File: src/rtl/lane_rr_scheduler_l1_if.sv
`default_nettype none
// ============================================================================
// Module      : lane_rr_scheduler_l1_if
// Description : Bus bundle for the four-lane round-robin Rx scheduler.
//               master = upstream demux / downstream sink side (drives lane
//               bytes, enable, ready_in, clear_ovf); slave = the scheduler.
// Signals     : valid_in0..3 / data_in0..3  per-lane byte and valid
//               enable, ready_in, clear_ovf  control into the scheduler
//               valid_out, data_out, lane_out scheduled byte and source lane
//               fifo_full, fifo_empty        per-lane FIFO status
//               overflow                     sticky per-lane drop flags
// Revision    : 1.0 - initial release
// ============================================================================
interface lane_rr_scheduler_l1_if;
  logic       valid_in0;
  logic       valid_in1;
  logic       valid_in2;
  logic       valid_in3;
  logic [7:0] data_in0;
  logic [7:0] data_in1;
  logic [7:0] data_in2;
  logic [7:0] data_in3;
  logic       enable;
  logic       ready_in;
  logic       clear_ovf;
  logic       valid_out;
  logic [7:0] data_out;
  logic [1:0] lane_out;
  logic [3:0] fifo_full;
  logic [3:0] fifo_empty;
  logic [3:0] overflow;

  modport master (
    output valid_in0, valid_in1, valid_in2, valid_in3,
    output data_in0, data_in1, data_in2, data_in3,
    output enable, ready_in, clear_ovf,
    input  valid_out, data_out, lane_out,
    input  fifo_full, fifo_empty, overflow
  );

  modport slave (
    input  valid_in0, valid_in1, valid_in2, valid_in3,
    input  data_in0, data_in1, data_in2, data_in3,
    input  enable, ready_in, clear_ovf,
    output valid_out, data_out, lane_out,
    output fifo_full, fifo_empty, overflow
  );
endinterface
`default_nettype wire

File: src/rtl/lane_rr_scheduler_l1.sv
`default_nettype none
// ============================================================================
// Module      : lane_rr_scheduler_l1
// Description : Rx-side scheduler behind the 2-to-4 lane demux. Buffers four
//               8-bit lanes in per-lane FIFOs and drains them round-robin onto
//               a single valid/ready byte port. Reports per-lane full/empty
//               status and sticky per-lane overflow flags.
// Ports       : clk_f    - sole clock, rising edge
//               reset_L  - asynchronous, active-low reset
//               bus      - slave side of lane_rr_scheduler_l1_if (lane inputs,
//                          enable/ready_in/clear_ovf, output word and status)
// Parameters  : DEPTH    - entries per lane FIFO (power of two, >= 2)
//               AW       - log2(DEPTH), pointer width; counts are AW+1 bits
// Revision    : 1.0 - initial release
// ============================================================================
module lane_rr_scheduler_l1 #(
  parameter int DEPTH = 4,
  parameter int AW    = 2
) (
  input  logic                  clk_f,
  input  logic                  reset_L,
  lane_rr_scheduler_l1_if.slave bus
);

  localparam logic [AW:0] c_full_cnt = (AW+1)'(DEPTH);

  typedef enum logic [1:0] {
    ST_IDLE = 2'd0,
    ST_SEND = 2'd1,
    ST_WAIT = 2'd2
  } state_t;

  // --------------------------------------------------------------------------
  // Storage and control state
  // --------------------------------------------------------------------------
  logic [7:0]    mem_q    [4][DEPTH];
  logic [7:0]    mem_d    [4][DEPTH];
  logic [AW-1:0] wr_ptr_q [4];
  logic [AW-1:0] wr_ptr_d [4];
  logic [AW-1:0] rd_ptr_q [4];
  logic [AW-1:0] rd_ptr_d [4];
  logic [AW:0]   count_q  [4];
  logic [AW:0]   count_d  [4];

  logic [1:0]    rr_ptr_q;
  logic [1:0]    rr_ptr_d;
  state_t        state_q;
  state_t        state_d;
  logic          valid_out_q;
  logic          valid_out_d;
  logic [7:0]    data_out_q;
  logic [7:0]    data_out_d;
  logic [1:0]    lane_out_q;
  logic [1:0]    lane_out_d;
  logic [3:0]    overflow_q;
  logic [3:0]    overflow_d;

  // --------------------------------------------------------------------------
  // Combinational helpers
  // --------------------------------------------------------------------------
  logic [7:0]    w_din [4];
  logic [3:0]    w_vin;
  logic [3:0]    w_empty;
  logic [3:0]    w_full;
  logic [3:0]    w_push;
  logic [3:0]    w_pop;
  logic [3:0]    w_drop;
  logic          w_any;
  logic          w_load;
  logic          w_found;
  logic [1:0]    w_grant;
  logic [7:0]    w_head;

  assign w_vin    = {bus.valid_in3, bus.valid_in2, bus.valid_in1, bus.valid_in0};
  assign w_din[0] = bus.data_in0;
  assign w_din[1] = bus.data_in1;
  assign w_din[2] = bus.data_in2;
  assign w_din[3] = bus.data_in3;

  for (genvar n = 0; n < 4; n++) begin : g_lane
    assign w_empty[n] = (count_q[n] == '0);
    assign w_full[n]  = (count_q[n] == c_full_cnt);
    // A full lane still accepts when its head leaves this same cycle, so a
    // lane streaming at full rate never drops while it is being drained.
    assign w_push[n]  = w_vin[n] & (~w_full[n] | w_pop[n]);
    assign w_drop[n]  = w_vin[n] & ~w_push[n];
  end

  assign w_any = |(~w_empty);

  // Output stage is free when it is empty or its word leaves this cycle.
  assign w_load = bus.enable & (~valid_out_q | bus.ready_in) & w_any;

  // Round-robin search: first non-empty lane at or after rr_ptr, wrapping.
  always_comb begin
    w_found = 1'b0;
    w_grant = rr_ptr_q;
    for (int i = 0; i < 4; i++) begin
      if (!w_found && !w_empty[rr_ptr_q + 2'(i)]) begin
        w_found = 1'b1;
        w_grant = rr_ptr_q + 2'(i);
      end
    end
  end

  assign w_head = mem_q[w_grant][rd_ptr_q[w_grant]];
  assign w_pop  = w_load ? (4'b0001 << w_grant) : 4'b0000;

  // --------------------------------------------------------------------------
  // Per-lane FIFO next state
  // --------------------------------------------------------------------------
  always_comb begin
    mem_d    = mem_q;
    wr_ptr_d = wr_ptr_q;
    rd_ptr_d = rd_ptr_q;
    count_d  = count_q;
    for (int n = 0; n < 4; n++) begin
      if (w_push[n]) begin
        mem_d[n][wr_ptr_q[n]] = w_din[n];
        wr_ptr_d[n]           = wr_ptr_q[n] + AW'(1);
      end
      if (w_pop[n]) begin
        rd_ptr_d[n] = rd_ptr_q[n] + AW'(1);
      end
      count_d[n] = count_q[n] + (AW+1)'(w_push[n]) - (AW+1)'(w_pop[n]);
    end
  end

  // --------------------------------------------------------------------------
  // Output stage FSM next state
  // --------------------------------------------------------------------------
  always_comb begin
    state_d     = state_q;
    valid_out_d = valid_out_q;
    data_out_d  = data_out_q;
    lane_out_d  = lane_out_q;
    rr_ptr_d    = rr_ptr_q;

    // A load can only occur while the stage is empty or handing off, so the
    // held word in WAIT is never overwritten.
    if (w_load) begin
      data_out_d = w_head;
      lane_out_d = w_grant;
      rr_ptr_d   = w_grant + 2'd1;
    end

    case (state_q)
      ST_IDLE: begin
        if (w_load) begin
          state_d     = ST_SEND;
          valid_out_d = 1'b1;
        end
      end
      ST_SEND, ST_WAIT: begin
        if (bus.ready_in) begin
          if (w_load) begin
            state_d     = ST_SEND;
            valid_out_d = 1'b1;
          end else begin
            state_d     = ST_IDLE;
            valid_out_d = 1'b0;
          end
        end else begin
          state_d = ST_WAIT;
        end
      end
      default: begin
        state_d     = ST_IDLE;
        valid_out_d = 1'b0;
      end
    endcase
  end

  // A drop in the same cycle as clear_ovf must still be recorded.
  assign overflow_d = w_drop | (bus.clear_ovf ? 4'b0000 : overflow_q);

  // --------------------------------------------------------------------------
  // State registers
  // --------------------------------------------------------------------------
  always_ff @(posedge clk_f or negedge reset_L) begin
    if (!reset_L) begin
      for (int n = 0; n < 4; n++) begin
        for (int e = 0; e < DEPTH; e++) begin
          mem_q[n][e] <= '0;
        end
        wr_ptr_q[n] <= '0;
        rd_ptr_q[n] <= '0;
        count_q[n]  <= '0;
      end
      rr_ptr_q    <= 2'd0;
      state_q     <= ST_IDLE;
      valid_out_q <= 1'b0;
      data_out_q  <= 8'h00;
      lane_out_q  <= 2'd0;
      overflow_q  <= 4'h0;
    end else begin
      mem_q       <= mem_d;
      wr_ptr_q    <= wr_ptr_d;
      rd_ptr_q    <= rd_ptr_d;
      count_q     <= count_d;
      rr_ptr_q    <= rr_ptr_d;
      state_q     <= state_d;
      valid_out_q <= valid_out_d;
      data_out_q  <= data_out_d;
      lane_out_q  <= lane_out_d;
      overflow_q  <= overflow_d;
    end
  end

  // --------------------------------------------------------------------------
  // Outputs
  // --------------------------------------------------------------------------
  assign bus.valid_out  = valid_out_q;
  assign bus.data_out   = data_out_q;
  assign bus.lane_out   = lane_out_q;
  assign bus.fifo_full  = w_full;
  assign bus.fifo_empty = w_empty;
  assign bus.overflow   = overflow_q;

endmodule
`default_nettype wire

File: src/flat_wrapper.sv
// flat-port wrapper written by rule: the top's interface ports become plain ports
module lane_rr_scheduler_l1_flat 
#(
  parameter int DEPTH = 4,
  parameter int AW    = 2
)
  (clk_f, reset_L, bus_valid_in0, bus_valid_in1, bus_valid_in2, bus_valid_in3, bus_data_in0, bus_data_in1, bus_data_in2, bus_data_in3, bus_enable, bus_ready_in, bus_clear_ovf, bus_valid_out, bus_data_out, bus_lane_out, bus_fifo_full, bus_fifo_empty, bus_overflow);
  lane_rr_scheduler_l1_if bus_i ();
  input  logic clk_f;
  input  logic reset_L;
  input wire logic [$bits(bus_i.valid_in0)-1:0] bus_valid_in0;
  input wire logic [$bits(bus_i.valid_in1)-1:0] bus_valid_in1;
  input wire logic [$bits(bus_i.valid_in2)-1:0] bus_valid_in2;
  input wire logic [$bits(bus_i.valid_in3)-1:0] bus_valid_in3;
  input wire logic [$bits(bus_i.data_in0)-1:0] bus_data_in0;
  input wire logic [$bits(bus_i.data_in1)-1:0] bus_data_in1;
  input wire logic [$bits(bus_i.data_in2)-1:0] bus_data_in2;
  input wire logic [$bits(bus_i.data_in3)-1:0] bus_data_in3;
  input wire logic [$bits(bus_i.enable)-1:0] bus_enable;
  input wire logic [$bits(bus_i.ready_in)-1:0] bus_ready_in;
  input wire logic [$bits(bus_i.clear_ovf)-1:0] bus_clear_ovf;
  output wire logic [$bits(bus_i.valid_out)-1:0] bus_valid_out;
  output wire logic [$bits(bus_i.data_out)-1:0] bus_data_out;
  output wire logic [$bits(bus_i.lane_out)-1:0] bus_lane_out;
  output wire logic [$bits(bus_i.fifo_full)-1:0] bus_fifo_full;
  output wire logic [$bits(bus_i.fifo_empty)-1:0] bus_fifo_empty;
  output wire logic [$bits(bus_i.overflow)-1:0] bus_overflow;
  assign bus_i.valid_in0 = bus_valid_in0;
  assign bus_i.valid_in1 = bus_valid_in1;
  assign bus_i.valid_in2 = bus_valid_in2;
  assign bus_i.valid_in3 = bus_valid_in3;
  assign bus_i.data_in0 = bus_data_in0;
  assign bus_i.data_in1 = bus_data_in1;
  assign bus_i.data_in2 = bus_data_in2;
  assign bus_i.data_in3 = bus_data_in3;
  assign bus_i.enable = bus_enable;
  assign bus_i.ready_in = bus_ready_in;
  assign bus_i.clear_ovf = bus_clear_ovf;
  assign bus_valid_out = bus_i.valid_out;
  assign bus_data_out = bus_i.data_out;
  assign bus_lane_out = bus_i.lane_out;
  assign bus_fifo_full = bus_i.fifo_full;
  assign bus_fifo_empty = bus_i.fifo_empty;
  assign bus_overflow = bus_i.overflow;
  lane_rr_scheduler_l1 #(.DEPTH(DEPTH), .AW(AW)) u_core (.clk_f(clk_f), .reset_L(reset_L), .bus(bus_i));
endmodule
File: config.mk
export PLATFORM = sky130hd
export DESIGN_NAME = lane_rr_scheduler_l1_flat
export DESIGN_NICKNAME = d
export VERILOG_FILES = /design/src/rtl/lane_rr_scheduler_l1_if.sv /design/src/rtl/lane_rr_scheduler_l1.sv /design/src/flat_wrapper.sv
export SDC_FILE = /design/constraint.sdc
export NUM_CORES = 1
export LEC_CHECK = 0
export CORE_ASPECT_RATIO = 0.75
export CORE_MARGIN = 3
export CORE_UTILIZATION = 45
export DETAILED_ROUTE_END_ITERATION = 7
export DONT_BUFFER_PORTS = 1
export PLACE_DENSITY = 0.72
export SYNTH_ARGS = -nofsm -noshare
export SYNTH_HDL_FRONTEND = slang
export SYNTH_SLANG_ARGS = --single-unit
File: constraint.sdc
create_clock -name clk_f -period 3.3 [get_ports clk_f]
set_clock_uncertainty 0.1 [all_clocks]
set_input_delay 0.66 -clock clk_f [delete_from_list [all_inputs] [get_ports clk_f]]
set_output_delay 0.66 -clock clk_f [all_outputs]
set_load 0.005 [all_outputs]
# After elaboration in Yosys (flattened, before gate mapping)
# Index checks and enable logic that the tools add are counted.
# word_totals
out_inout_bits	23
ff_bits	175
input_bits	41
elab_cells	174
# op_classes
magnitude_cmp	14
muxes	45
add_sub_neg	20
n_eq_ne	8
bitwise	32
n_reduce_logical	20
n_shift	1
# ops
op	count
bitwise mux 32 bit	4
binary-select mux 32 bit (select 2 bit)	1
demux 8 bit (select 2 bit)	4
two-way mux 32 bit	2
two-way mux 8 bit	6
adder 2 x 1 -> 2 bit, second input constant	10
greater-or-equal comparator 3 bit, second input constant	6
inverter 2 -> 3 bit	6
binary-select mux 8 bit (select 2 bit)	1
two-way mux 2 bit	7
adder 3 x 1 -> 3 bit	4
equality test 3 bit, second input constant	4
zero test 3 bit	4
less-than comparator 2 x 3 -> 1 bit, second input constant	4
less-than comparator 3 x 1 -> 1 bit, second input constant	4
subtractor 3 x 1 -> 3 bit	4
two-way mux 1 bit	11
bitwise AND 1 bit	10
inverter 1 bit	9
binary-select mux 1 bit (select 2 bit)	4
two-way mux 4 bit	2
logical AND 1 bit	7
zero test 1 bit	5
OR 1 bit	5
15 further kinds	16

# Logic depth before layout (Yosys ltp)
# logic_depth
ltp_word	20
ltp_mapped	12
ltp_nobuf	11

# Least setup slack after synthesis
# No wires, ideal clock.
# synth_path
path_type	reg2reg
from	reg u_core.count_q[4] (netlist name)
to	reg u_core.count_q[11] (netlist name)
t_required_ns	3.077
path_buffers	2
t_arrival_ns	2.830
path_stages_with_launch	12
setup_time_ns	0.123
period_less_slack_ns	3.053
path_slack_ns	0.247
cell_sequence	dfrtp_1 -> or3_4 -> a32oi_2 -> o211a_4 -> buf_6 -> a211oi_4 -> o21a_4 -> buf_12 -> ha_1 -> fa_1 -> xor2_1 -> xnor2_1
# synth_rtl
element	line	source
from (decl)	lane_rr_scheduler_l1.sv:42	logic [AW:0] count_q [4];
from (signal assigned)	lane_rr_scheduler_l1.sv:200	count_q <= count_d;

# Worst setup path after layout
# layout_path
from	reg u_core.count_q[5] (netlist name)
to	reg u_core.data_out_q[7], in the netlist u_core.bus.data_out[7]
# layout_via
elab_chain_len	20
word_cells_on_any_way	37
classes_between	mux: 23; bitwise: 4; reduce/logical: 10
# layout_lines
element	line	source
zero test 3 bit *	lane_rr_scheduler_l1.sv:81	assign w_empty[n] = (count_q[n] == '0);
binary-select mux 1 bit (select 2 bit)	lane_rr_scheduler_l1.sv:99	if (!w_found && !w_empty[rr_ptr_q + 2'(i)]) begin
two-way mux 1 bit (implied by the code)	lane_rr_scheduler_l1.sv:99	
zero test 1 bit	lane_rr_scheduler_l1.sv:99	
logical AND 1 bit	lane_rr_scheduler_l1.sv:99	
two-way mux 1 bit	lane_rr_scheduler_l1.sv:99	
zero test 1 bit	lane_rr_scheduler_l1.sv:99	
logical AND 1 bit	lane_rr_scheduler_l1.sv:99	
[... 2 more ...]	-	
logical AND 1 bit	lane_rr_scheduler_l1.sv:99	
two-way mux 2 bit	lane_rr_scheduler_l1.sv:99	
inverter 2 -> 3 bit (implied by the code)	lane_rr_scheduler_l1.sv:106	assign w_head = mem_q[w_grant][rd_ptr_q[w_grant]];
binary-select mux 2 bit (select 2 bit)	lane_rr_scheduler_l1.sv:106	
two-way mux 2 bit (implied by the code) (2 in a row)	lane_rr_scheduler_l1.sv:106	
inverter 2 -> 3 bit (implied by the code)	lane_rr_scheduler_l1.sv:106	
binary-select mux 8 bit (select 2 bit)	lane_rr_scheduler_l1.sv:106	
two-way mux 8 bit (implied by the code) (2 in a row)	lane_rr_scheduler_l1.sv:106	
to (signal assigned)	lane_rr_scheduler_l1.sv:204	data_out_q <= data_out_d;
to (decl)	lane_rr_scheduler_l1.sv:51	logic [7:0] data_out_q;
# Mark *: on every way between the ends. The rest lies on a longest branch, timed or not. The select of a mux whose other input is x is not followed.
# A chain may end at the register's enable or synchronous reset.

==> impl_metrics.json <==
{
  "status": "finished, violations left",
  "violations": "hold timing",
  "ys_ff_latch": 175,
  "die_w_um": 171,
  "p_per_area_nw_per_um2": 1220,
  "place_ws_ns": 0.109,
  "placed_area_um2": 9430,
  "grt_pass1_wl_mm": 35.0,
  "rows": 44,
  "fin_area_um2": 10000,
  "power.total_mw": 12.3,
  "viasPerCell": 5.86,
  "grt_pass1_vias": 6295,
  "area_growth_pct": 9.51,
  "vias": 5727,
  "min_period_ns": 3.15,
  "clock_path_buffers": 2,
  "criticalPathCategory": "reg -> reg",
  "hold_viol_final": 175,
  "leakage_nw": 4.58,
  "most-common-layout-cells": "175 x dfrtp_1, 73 x mux2_2, 62 x mux2_4",
  "worstSkewPairLatency_ns": 0.44,
  "syn_nets": 768,
  "synthFlopType": "dfrtp_1",
  "final_common_cell": "dfrtp_1",
  "drcViolationCount": 0,
  "synthCells": 697,
  "die-area_um2": 22100,
  "cts_tree": "done",
  "rsz0062_at_grt": "no",
  "finalNonFillerCells": 977,
  "cap_violations": 0,
  "core-area_um2": 19700,
  "antenna_found_initial": 0,
  "routed_wl_mm": 21.8,
  "final_layout_size_suffix_gt1_share_pct": 31.9,
  "timing.final.crit_share_pct": 95.5,
  "cts_root_buf": "clkbuf_16",
  "synth_cell_type_count": 69,
  "synth-async-reset-ratio_pct": 100,
  "drtIter0Drc": 476,
  "dp.cells": 941,
  "grt_max_degree": 176,
  "synth_area_um2": 9160,
  "start_util_pct": 46.6,
  "synth_edf_count": 0,
  "crit_path_max_fanout": 21,
  "io_buffers": 0,
  "critPathLaunchType": "flip-flop",
  "cts_sinks": 175,
  "relSlewSlack_pct": 47.7,
  "grt.total_usage_pct": 20.7,
  "setup_violations": 0,
  "layout.nets": 782,
  "antenna_left": 0,
  "whs_ns": -0.185,
  "grt-ovfl-total": 0,
  "peakVddDrop_v": 0.000489,
  "reg2reg_slack_ns": 0.15,
  "htree_levels": 4,
  "holdCritPathClass": "in -> async",
  "place.gp.congestion": 0.855,
  "die-height_um": 130,
  "slew_violations": 0,
  "syn_avg_cell_area_um2": 13.1,
  "first_pass_iters": 5,
  "fin_setup_tns_ns": 0,
  "cts_buffers": 17,
  "hpwlAfterDp_mm": 15.5,
  "yosysSeqAreaShare_pct": 47.8,
  "worst_slack_ns": 0.150,
  "worst_ep_required_time_ns": 3.55,
  "critPathArrivalTime_ns": 3.40,
  "end_kind": "flip-flop",
  "clk_pin_slew_ns": 0.07,
  "worstMarginPinSlew_ns": 0.785,
  "yosysWarnings": 0,
  "num_io_pins": 64,
  "fmax_mhz": 317,
  "avgRoutedWirePerCell_um": 22.3,
  "antenna_cells": 0
}
==> kinds of logic after synthesis <==
family / count (synthesis) / share of synthesized area (%)
AND/OR/NAND/NOR: 144 / 9.93
flip-flops: 175 / 47.8
adder cells (fa/ha/maj): 30 / 4.43
AO/OA/AOI/OAI: 89 / 8.48
buffers and inverters: 64 / 3.59
XOR/XNOR: 21 / 2.01
multiplexers: 174 / 23.7
==> per-layer routing <==
metal,vias to the layer above,track usage [%],wire (µm)
li1,2535,-,-
met5,-,0,0
met4,0,6.25,297
met2,159,35.2,10800
met3,23,5.55,1310
met1,3010,26.1,9480
==> per-stage QoR <==
stage | utilization, % | hold WS, ns
2_1_floorplan | - | 0.264
5_1_grt | 51.0 | -0.208
3_5_place_dp | 48.0 | 0.268
6_report | 51.0 | -0.185
4_1_cts | 50.8 | -0.201
3_3_place_gp | 48.0 | 0.270
==> path summary, 6_finish.rpt <==
check / startpoint / to / cells past startpoint
setup / recovery: u_core.count_q[5] / u_core.bus.data_out[7] / 9
hold / removal: reset_L / u_core.state_q[0] / 0
setup reg to reg: u_core.count_q[5] / u_core.bus.data_out[7] / 9
hold reg to reg: u_core.rd_ptr_q[5] / u_core.rd_ptr_q[5] / 1
max in group asynchronous: reset_L / u_core.mem_q[51] / 0
min in group clk_f: bus_data_in1[7] / u_core.mem_q[87] / 1
==> registers in the layout (all words and copies together), names as in the netlist <==
register	count
u_core.rd_ptr_q	8
u_core.bus.overflow	4
u_core.wr_ptr_q	8
u_core.count_q	12
u_core.bus.valid_out	1
u_core.bus.lane_out	2
u_core.rr_ptr_q	2
u_core.bus.data_out	8
u_core.mem_q	128
u_core.state_q	2
==> cells in the mapped netlist, types with 5 or more instances <==
library cell | count | area (µm²)
nor2_1 | 12 | 45.0
o21a_1 | 8 | 60.1
o21ai_0 | 16 | 80.1
o211ai_1 | 5 | 37.5
nand4_1 | 5 | 31.3
and3_1 | 8 | 50.1
nand2_1 | 51 | 191
xnor2_1 | 16 | 140
mux2_4 | 62 | 931
a221o_1 | 7 | 70.1
mux2_1 | 5 | 56.3
nand2_8 | 8 | 160
mux2_2 | 73 | 822
o22ai_1 | 7 | 43.8
buf_2 | 6 | 30.0
xor2_1 | 5 | 43.8
ha_1 | 26 | 325
mux2i_1 | 32 | 320
clkbuf_1 | 9 | 33.8
nor3_1 | 25 | 125
inv_1 | 35 | 131
dfrtp_1 | 175 | 4380
nand3_1 | 6 | 30.0
buf_4 | 5 | 37.5
o31ai_1 | 7 | 52.6
==> worst max-delay path: stages (launching register included) <==
cell and delay [ns]:
dfrtp_1 0.44, or3_4 0.40, a32oi_2 0.33, o211a_4 0.35, buf_6 0.25, mux2i_1 0.31
mux2i_4 0.21, buf_4 0.19, a221o_1 0.31, o211ai_1 0.17
==> cell type report <==
class / instances / area (µm²)
well taps: 253 / 317
flip-flops and latches: 175 / 4380
multi-input cells: 458 / 4460
clock buffers: 19 / 453
fillers: 1618 / 9620
clock inverters: 13 / 103
repair buffers: 22 / 181
inverters: 37 / 139
==> power by group <==
group | internal [mW] | switching [mW]
Sequential | 3.27 | 0.869
Combinational | 3.07 | 3.13
Clock | 1.02 | 0.900
==> what timing repair did <==
| action | 4_1_cts | 5_1_grt |
|---|---|---|
| buffers inserted | 0 | 4 |
| endpoints found under the setup margin | 0 | 4 |
| resized for setup | 0 | 2 |
| hold endpoints to repair | 175 | 175 |
No activity file was read; power rests on OpenSTA's default activity.
